$ cat src/rtl/periph_reg_hub.sv
// Register-bus hub: fans one reg-bus master out to NCH peripheral channels,
// with ack timeout, unmapped-address errors and a local CSR/interrupt window.
module periph_reg_hub #(
    parameter int NCH     = 5,
    parameter int SEL_W   = 3,
    parameter int SUB_AW  = 6,
    parameter int TIMEOUT = 64
) (
    input  logic                    app_clk,
    input  logic                    app_rst,
    input  logic                    reg_cs,
    input  logic                    reg_wr,
    input  logic [SEL_W+SUB_AW-1:0] reg_addr,
    input  logic [31:0]             reg_wdata,
    input  logic [3:0]              reg_be,
    output logic [31:0]             reg_rdata,
    output logic                    reg_ack,
    output logic                    reg_err,
    output logic [NCH-1:0]          ch_cs,
    output logic                    ch_wr,
    output logic [SUB_AW-1:0]       ch_addr,
    output logic [31:0]             ch_wdata,
    output logic [3:0]              ch_be,
    input  logic [NCH*32-1:0]       ch_rdata,
    input  logic [NCH-1:0]          ch_ack,
    input  logic [NCH-1:0]          ch_irq,
    output logic                    irq_o
);
    localparam int AW = SEL_W + SUB_AW;
    localparam logic [SEL_W-1:0] CSR_SEL = '1;
    localparam logic [SEL_W-1:0] NCH_SEL = SEL_W'(NCH);
    localparam logic [7:0]       TO_LAST = 8'(TIMEOUT - 1);

    typedef enum logic [1:0] {IDLE, BUSY, RESP} state_t;

    state_t           state;
    logic [SEL_W-1:0] sel, sel_q;
    logic [7:0]       timer, tocnt;
    logic [NCH-1:0]   irq_mask;
    logic             err_to, err_um;
    logic [2:0]       err_ch;
    logic [31:0]      csr_rd, ch_rd_sel;
    logic             ack_sel;
    logic [1:0]       csr_idx;
    logic             csr_hit;

    assign sel     = reg_addr[AW-1:SUB_AW];
    assign csr_idx = reg_addr[3:2];
    assign csr_hit = (reg_addr[SUB_AW-1:4] == '0);

    always_comb begin
        csr_rd = '0;
        if (csr_hit) begin
            case (csr_idx)
                2'd0: csr_rd[NCH-1:0] = ch_irq;
                2'd1: csr_rd[NCH-1:0] = irq_mask;
                2'd2: begin
                    csr_rd[10:8] = err_ch;
                    csr_rd[1:0]  = {err_um, err_to};
                end
                default: csr_rd[7:0] = tocnt;
            endcase
        end
    end

    // Only the selected channel's ack and data are ever looked at.
    always_comb begin
        ch_rd_sel = '0;
        ack_sel   = 1'b0;
        for (int i = 0; i < NCH; i++) begin
            if (sel_q == SEL_W'(i)) begin
                ch_rd_sel = ch_rdata[32*i +: 32];
                ack_sel   = ch_ack[i];
            end
        end
    end

    always_ff @(posedge app_clk) begin
        if (app_rst) begin
            state     <= IDLE;
            sel_q     <= '0;
            timer     <= '0;
            tocnt     <= '0;
            irq_mask  <= '0;
            err_to    <= 1'b0;
            err_um    <= 1'b0;
            err_ch    <= '0;
            reg_rdata <= '0;
            reg_ack   <= 1'b0;
            reg_err   <= 1'b0;
            ch_cs     <= '0;
            ch_wr     <= 1'b0;
            ch_addr   <= '0;
            ch_wdata  <= '0;
            ch_be     <= '0;
            irq_o     <= 1'b0;
        end else begin
            irq_o   <= |(ch_irq & irq_mask);
            reg_ack <= 1'b0;
            case (state)
                IDLE: if (reg_cs) begin
                    ch_wr    <= reg_wr;
                    ch_addr  <= reg_addr[SUB_AW-1:0];
                    ch_wdata <= reg_wdata;
                    ch_be    <= reg_be;
                    sel_q    <= sel;
                    if (sel < NCH_SEL) begin
                        ch_cs <= NCH'(1) << sel;
                        timer <= '0;
                        state <= BUSY;
                    end else if (sel == CSR_SEL) begin
                        reg_ack   <= 1'b1;
                        reg_err   <= 1'b0;
                        reg_rdata <= csr_rd;
                        state     <= RESP;
                        if (reg_wr && csr_hit) begin
                            case (csr_idx)
                                2'd1: if (reg_be[0]) irq_mask <= reg_wdata[NCH-1:0];
                                2'd2: if (reg_be[0]) begin
                                    err_to <= err_to & ~reg_wdata[0];
                                    err_um <= err_um & ~reg_wdata[1];
                                end
                                2'd3: tocnt <= '0;
                                default: ;
                            endcase
                        end
                    end else begin
                        reg_ack   <= 1'b1;
                        reg_err   <= 1'b1;
                        reg_rdata <= '1;
                        err_um    <= 1'b1;
                        state     <= RESP;
                    end
                end
                BUSY: begin
                    timer <= timer + 8'd1;
                    // An ack in the final timeout cycle still completes normally.
                    if (ack_sel) begin
                        ch_cs     <= '0;
                        reg_ack   <= 1'b1;
                        reg_err   <= 1'b0;
                        reg_rdata <= ch_rd_sel;
                        state     <= RESP;
                    end else if (timer == TO_LAST) begin
                        ch_cs     <= '0;
                        reg_ack   <= 1'b1;
                        reg_err   <= 1'b1;
                        reg_rdata <= '1;
                        err_to    <= 1'b1;
                        err_ch    <= 3'(sel_q);
                        if (tocnt != 8'hFF) tocnt <= tocnt + 8'd1;
                        state     <= RESP;
                    end
                end
                RESP:    state <= IDLE;
                default: state <= IDLE;
            endcase
        end
    end
endmodule

$ cat config.mk
export PLATFORM = sky130hd
export DESIGN_NAME = periph_reg_hub
export DESIGN_NICKNAME = d
export VERILOG_FILES = /design/src/rtl/periph_reg_hub.sv
export SDC_FILE = /design/constraint.sdc
export NUM_CORES = 1
export LEC_CHECK = 0
export BUFFER_PORTS_ARGS = -buffer_cell sky130_fd_sc_hd__buf_2
export CAP_MARGIN = 25
export CORE_AREA = 2 2 117 119
export CTS_CLUSTER_DIAMETER = 80
export DETAILED_ROUTE_END_ITERATION = 10
export DIE_AREA = 0 0 119 121
export PLACE_DENSITY = 0.81
export SYNTH_ARGS = -nofsm -noshare
export SYNTH_HDL_FRONTEND = slang
export SYNTH_SLANG_ARGS = --single-unit
$ cat constraint.sdc
create_clock -name app_clk -period 4 [get_ports app_clk]
set_clock_uncertainty 0.1 [all_clocks]
set_input_delay 0.4 -clock app_clk [delete_from_list [all_inputs] [get_ports app_clk]]
set_output_delay 0.4 -clock app_clk [all_outputs]
set_load 0.03 [all_outputs]
==> impl_table.tex <==
\begin{tabular}{lr}
\hline
Metric & Value \\
\hline
\multicolumn{2}{l}{\textbf{Finish}} \\
\quad Area added between synthesis and finish & 35.94\% \\
\quad Final-layout fill cell count & 1213 \\
\quad Fraction of the core area covered by cells at the end of the flow & between 60 and 70\% \\
\quad Final non-filler cell total & 1223 \\
\quad Layout cell share with drive strength beyond 1 & 34.13\% \\
\quad Layout Cell Area excl Fill & $\sim$8200 µm² \\
\quad Total Nets Final & 1254 \\
\multicolumn{2}{l}{\textbf{Placed design}} \\
\quad Global placement routability congestion & $\sim$0.84 \\
\quad Post-DP Area & roughly 7600 µm² \\
\quad Worst slack after detailed placement & 1.115 ns \\
\quad Post-DP HPWL & approximately 15 mm \\
\quad IO buf count & roughly 300 \\
\quad Placed Cells & between 1k and 1.5k \\
\multicolumn{2}{l}{\textbf{Floorplan}} \\
\quad Std cell rows & 42 \\
\quad Die Y & $\sim$120 µm \\
\quad Starting density of the core & 46.30\% \\
\quad Total Die Area & around 14000 µm² \\
\quad Die outline width & between 100 and 150 µm \\
\quad Area of the core & about 13000 µm² \\
\quad IO Pins & just over 300 \\
\multicolumn{2}{l}{\textbf{Yosys}} \\
\quad Area fraction of the dominant cell type after synthesis & a little under two fifths \\
\quad Yosys top cell by area & sky130\_fd\_sc\_hd\_\_dfxtp\_1 \\
\quad Prevailing post-synth register cell & sky130\_fd\_sc\_hd\_\_dfxtp\_1 \\
\quad Share of the yosys chip area belonging to registers & between 30\% and 40\% \\
\quad Post-synthesis instance area & 6058 µm² \\
\quad Post-synth cell types & between 60 and 70 \\
\quad FFs w/ async S/R, synth & 0\% \\
\quad Post-synthesis area per instance & about 7.9 µm² \\
\quad Top cells by area, synth & sky130\_fd\_sc\_hd\_\_dfxtp\_1, sky130\_fd\_sc\_hd\_\_mux2i\_1, sky130\_fd\_sc\_hd\_\_nand2\_1, sky130\_fd\_sc\_hd\_\_a21oi\_1, sky130\_fd\_sc\_hd\_\_o21ai\_0 \\
\quad Number of enable-type register cells in the synthesized netlist & 0 \\
\quad Syn nets & between 900 and 1k \\
\quad Number of synthesis warnings & 0 \\
\quad Post-synthesis register bit count & 114 \\
\quad Synthesized instance count & approximately 770 \\
\multicolumn{2}{l}{\textbf{Flow run}} \\
\quad Max-cap viol count & 0 \\
\multicolumn{2}{l}{\textbf{CTS}} \\
\quad Number of buffers inserted during clock tree synthesis & 17 \\
\quad Max clock buf depth & 2 \\
\quad Maximum level of the CTS H-tree & 4 \\
\quad CTS clk-pin slew, worst paths & 0.06 ns \\
\quad Post-cts hold buffer count & 0 \\
\quad Clock tree root buffer cell & sky130\_fd\_sc\_hd\_\_clkbuf\_16 \\
\quad Clock tree from TritonCTS & yes \\
\quad Sinks on the clock net & approximately 110 \\
\quad Total of cells resized after clock tree synthesis & 0 \\
\quad Insertion delay to the later sink of the worst-skew pair & about 0.4 ns \\
\quad Buffers inserted during post-CTS setup optimization & 0 \\
\multicolumn{2}{l}{\textbf{Worst setup path}} \\
\quad Launching point of the worst reg2reg path & sel\_q[0] \\
\quad Critical path peak fanout & 52 \\
\quad Category of the critical setup timing path & flop to flop \\
\quad Register-to-register setup slack & $\sim$1.0 ns \\
\quad Depth of the worst register-to-register path & 5 \\
\quad Critical path endpoint category & flop \\
\quad Worst Path Arrival & between 3 and 4 ns \\
\quad End of the worst register-to-register path & ch\_cs[4] \\
\quad Startpoint Class & flop \\
\quad Origin of the worst setup path & sel\_q[0] \\
\quad Worst path required time & 4.16 ns \\
\multicolumn{2}{l}{\textbf{Routing}} \\
\quad Final WL & slightly above 20 mm \\
\quad Number of DRC violations after detailed-routing iteration 0 & 580 \\
\quad Wirelength per Cell & $\sim$17 µm \\
\quad Vias per cell & around 5.6 \\
\quad Remaining number of nets flagged by the antenna check after routing & 0 \\
\quad Post-route DRC & 0 \\
\quad Length of the first detailed-routing pass in iterations & 6 \\
\quad Total via count in the routed design & approximately 6.8k \\
\multicolumn{2}{l}{\textbf{Global routing}} \\
\quad Maximum number of pins on one net before global-route repair & between 70 and 80 \\
\quad Number of antenna violations at the first check in global routing & 1 \\
\quad Wire length of the first global-routing pass & 31.93 mm \\
\quad Overall routing resource usage & 27.90\% \\
\quad Total congestion overflow & 0 \\
\quad Number of global-route vias before repair & approximately 6.4k \\
\multicolumn{2}{l}{\textbf{Min path}} \\
\quad Hold path depth & 3 \\
\quad Hold Path Sink & ch\_wdata[10] \\
\quad Startpoint of the tightest hold check path & reg\_wdata[10] \\
\quad Path class of the lowest-slack min-delay path & input pin to flop \\
\multicolumn{2}{l}{\textbf{STA}} \\
\quad Number of hold-slack violations in the final timing report & 0 \\
\quad Period Utilization, post-route & around three quarters \\
\quad Setup slack after layout & a little over 1 ns \\
\quad Timing-limited maximum frequency & roughly 340 MHz \\
\quad Hold WS & $\sim$0.12 ns \\
\quad Setup Viol. Count Final & 0 \\
\quad Slew Viols, Final & 0 \\
\quad Slew headroom & 41.86\% \\
\quad Least-Margin Pin Slew & just under 0.9 ns \\
\quad Setup repair after global routing missed its margin & no \\
\quad Shortest clock period the worst path allows after layout & approximately 3 ns \\
\quad Post-route setup TNS & 0 ns \\
\multicolumn{2}{l}{\textbf{Pwr}} \\
\quad Design Power & 3.747 mW \\
\quad Lkg Pwr & 3.558 nW \\
\quad Maximum vdd ir drop & $\sim$280 µV \\
\quad Power density relative to cell area & $\sim$450 nW/µm² \\
\multicolumn{2}{l}{\textbf{Outcome}} \\
\quad Result of the run & complete, no violations \\
\hline
\end{tabular}
-- synthesized netlist by cell type (3+ instances only) --
| library cell | n |
|---|---|
| sky130_fd_sc_hd__nor2b_1 | 5 |
| sky130_fd_sc_hd__xnor2_1 | 6 |
| sky130_fd_sc_hd__o221ai_1 | 3 |
| sky130_fd_sc_hd__clkbuf_1 | 39 |
| sky130_fd_sc_hd__nand4_1 | 5 |
| sky130_fd_sc_hd__nor3_1 | 6 |
| sky130_fd_sc_hd__inv_1 | 7 |
| sky130_fd_sc_hd__nand3_1 | 12 |
| sky130_fd_sc_hd__a311o_1 | 6 |
| sky130_fd_sc_hd__nor2_1 | 56 |
| sky130_fd_sc_hd__dfxtp_1 | 114 |
| sky130_fd_sc_hd__o31ai_1 | 7 |
| sky130_fd_sc_hd__nor3b_1 | 9 |
| sky130_fd_sc_hd__mux4_2 | 3 |
| sky130_fd_sc_hd__nand2_1 | 143 |
| sky130_fd_sc_hd__a211oi_1 | 12 |
| sky130_fd_sc_hd__buf_2 | 16 |
| sky130_fd_sc_hd__buf_1 | 6 |
| sky130_fd_sc_hd__nand2b_1 | 9 |
| sky130_fd_sc_hd__o311ai_0 | 7 |
| sky130_fd_sc_hd__o211ai_1 | 23 |
| sky130_fd_sc_hd__mux2i_1 | 62 |
| sky130_fd_sc_hd__a21oi_1 | 99 |
| sky130_fd_sc_hd__o21ai_0 | 57 |
-- how the worst max path moves through the flow --
| stage | cells after the start | end | slack [ns] |
|---|---|---|---|
| after detailed placement | 5 | ch_cs[4] | 1.11 |
| final | 5 | ch_cs[4] | 1.03 |
| after global routing | 5 | ch_cs[4] | 0.75 |
| after floorplan | 7 | tocnt[7] | 1.87 |
| after global placement | 5 | ch_cs[4] | 1.22 |
| after CTS | 5 | ch_cs[4] | 1.09 |
-- worst max-delay path, cell delays in order (launching register included) --
cell and delay (ns):
sky130_fd_sc_hd__dfxtp_2 0.90, sky130_fd_sc_hd__nand2b_1 0.42, sky130_fd_sc_hd__o32a_1 0.43, sky130_fd_sc_hd__a311oi_2 0.71
sky130_fd_sc_hd__nand2b_1 0.20, sky130_fd_sc_hd__a21oi_1 0.06
-- kinds of logic after synthesis --
group	share of synthesized area, %
and+or+nand+nor	20.07
AOI/OAI and AO/OA	24.37
DFF	37.67
buffers and inverters	4.915
muxes	11.54
xor gates and xnor gates	1.012
adders and majority gates	0.4130
-- sequential cells by signal, indices dropped and copies added, names as in the netlist, 2 cells and up --
name,count
timer,8
reg_rdata,32
ch_addr,6
irq_mask,5
ch_cs,5
sel_q,3
ch_wdata,32
err_ch,3
ch_be,4
tocnt,8
state,2
-- placed cells by master (no fill, tap or decap), drive strengths merged, types with 4 or more instances in the layout --
cell type	count
clkinvlp	7
o311ai	7
a211oi	12
mux2i	62
nor3b	9
a21oi	99
nand2b	9
nor2	56
o31ai	7
clkbuf	17
nand3	12
bufinv	4
o21ai	57
o211ai	23
inv	9
nand4	5
xnor2	6
nand2	143
buf	311
dfxtp	114
nor3	6
a311o	6
nor2b	5
-- area by class of cell --
type	count	area [µm²]	share of cell area, %
tap	176	220.2	2.674
clock buffer	17	425.4	5.166
sequential	114	2286	27.76
multi-input combinational	582	3486	42.33
inverter	7	26.28	0.3191
antenna	1	2.502	0.03039
timing repair buffer	311	1582	19.20
clock inverter	15	207.7	2.522
-- metal layers --
metal	wire, µm	GRT usage [%]	up-vias
met5	0	0	-
met4	536	10.79	0
met3	1886	8.459	42
met2	9932	46.23	353
met1	8207	34.04	3105
li1	-	-	3290
-- power breakdown --
part,switching [mW],internal [mW],leakage (nW),total [mW]
registers,0.0733,1.23,0.936,1.31
clock network,0.560,1.05,0.284,1.61
logic,0.536,0.298,2.34,0.835
total,1.17,2.58,3.56,3.75
No activity file was read; power rests on OpenSTA's default activity.
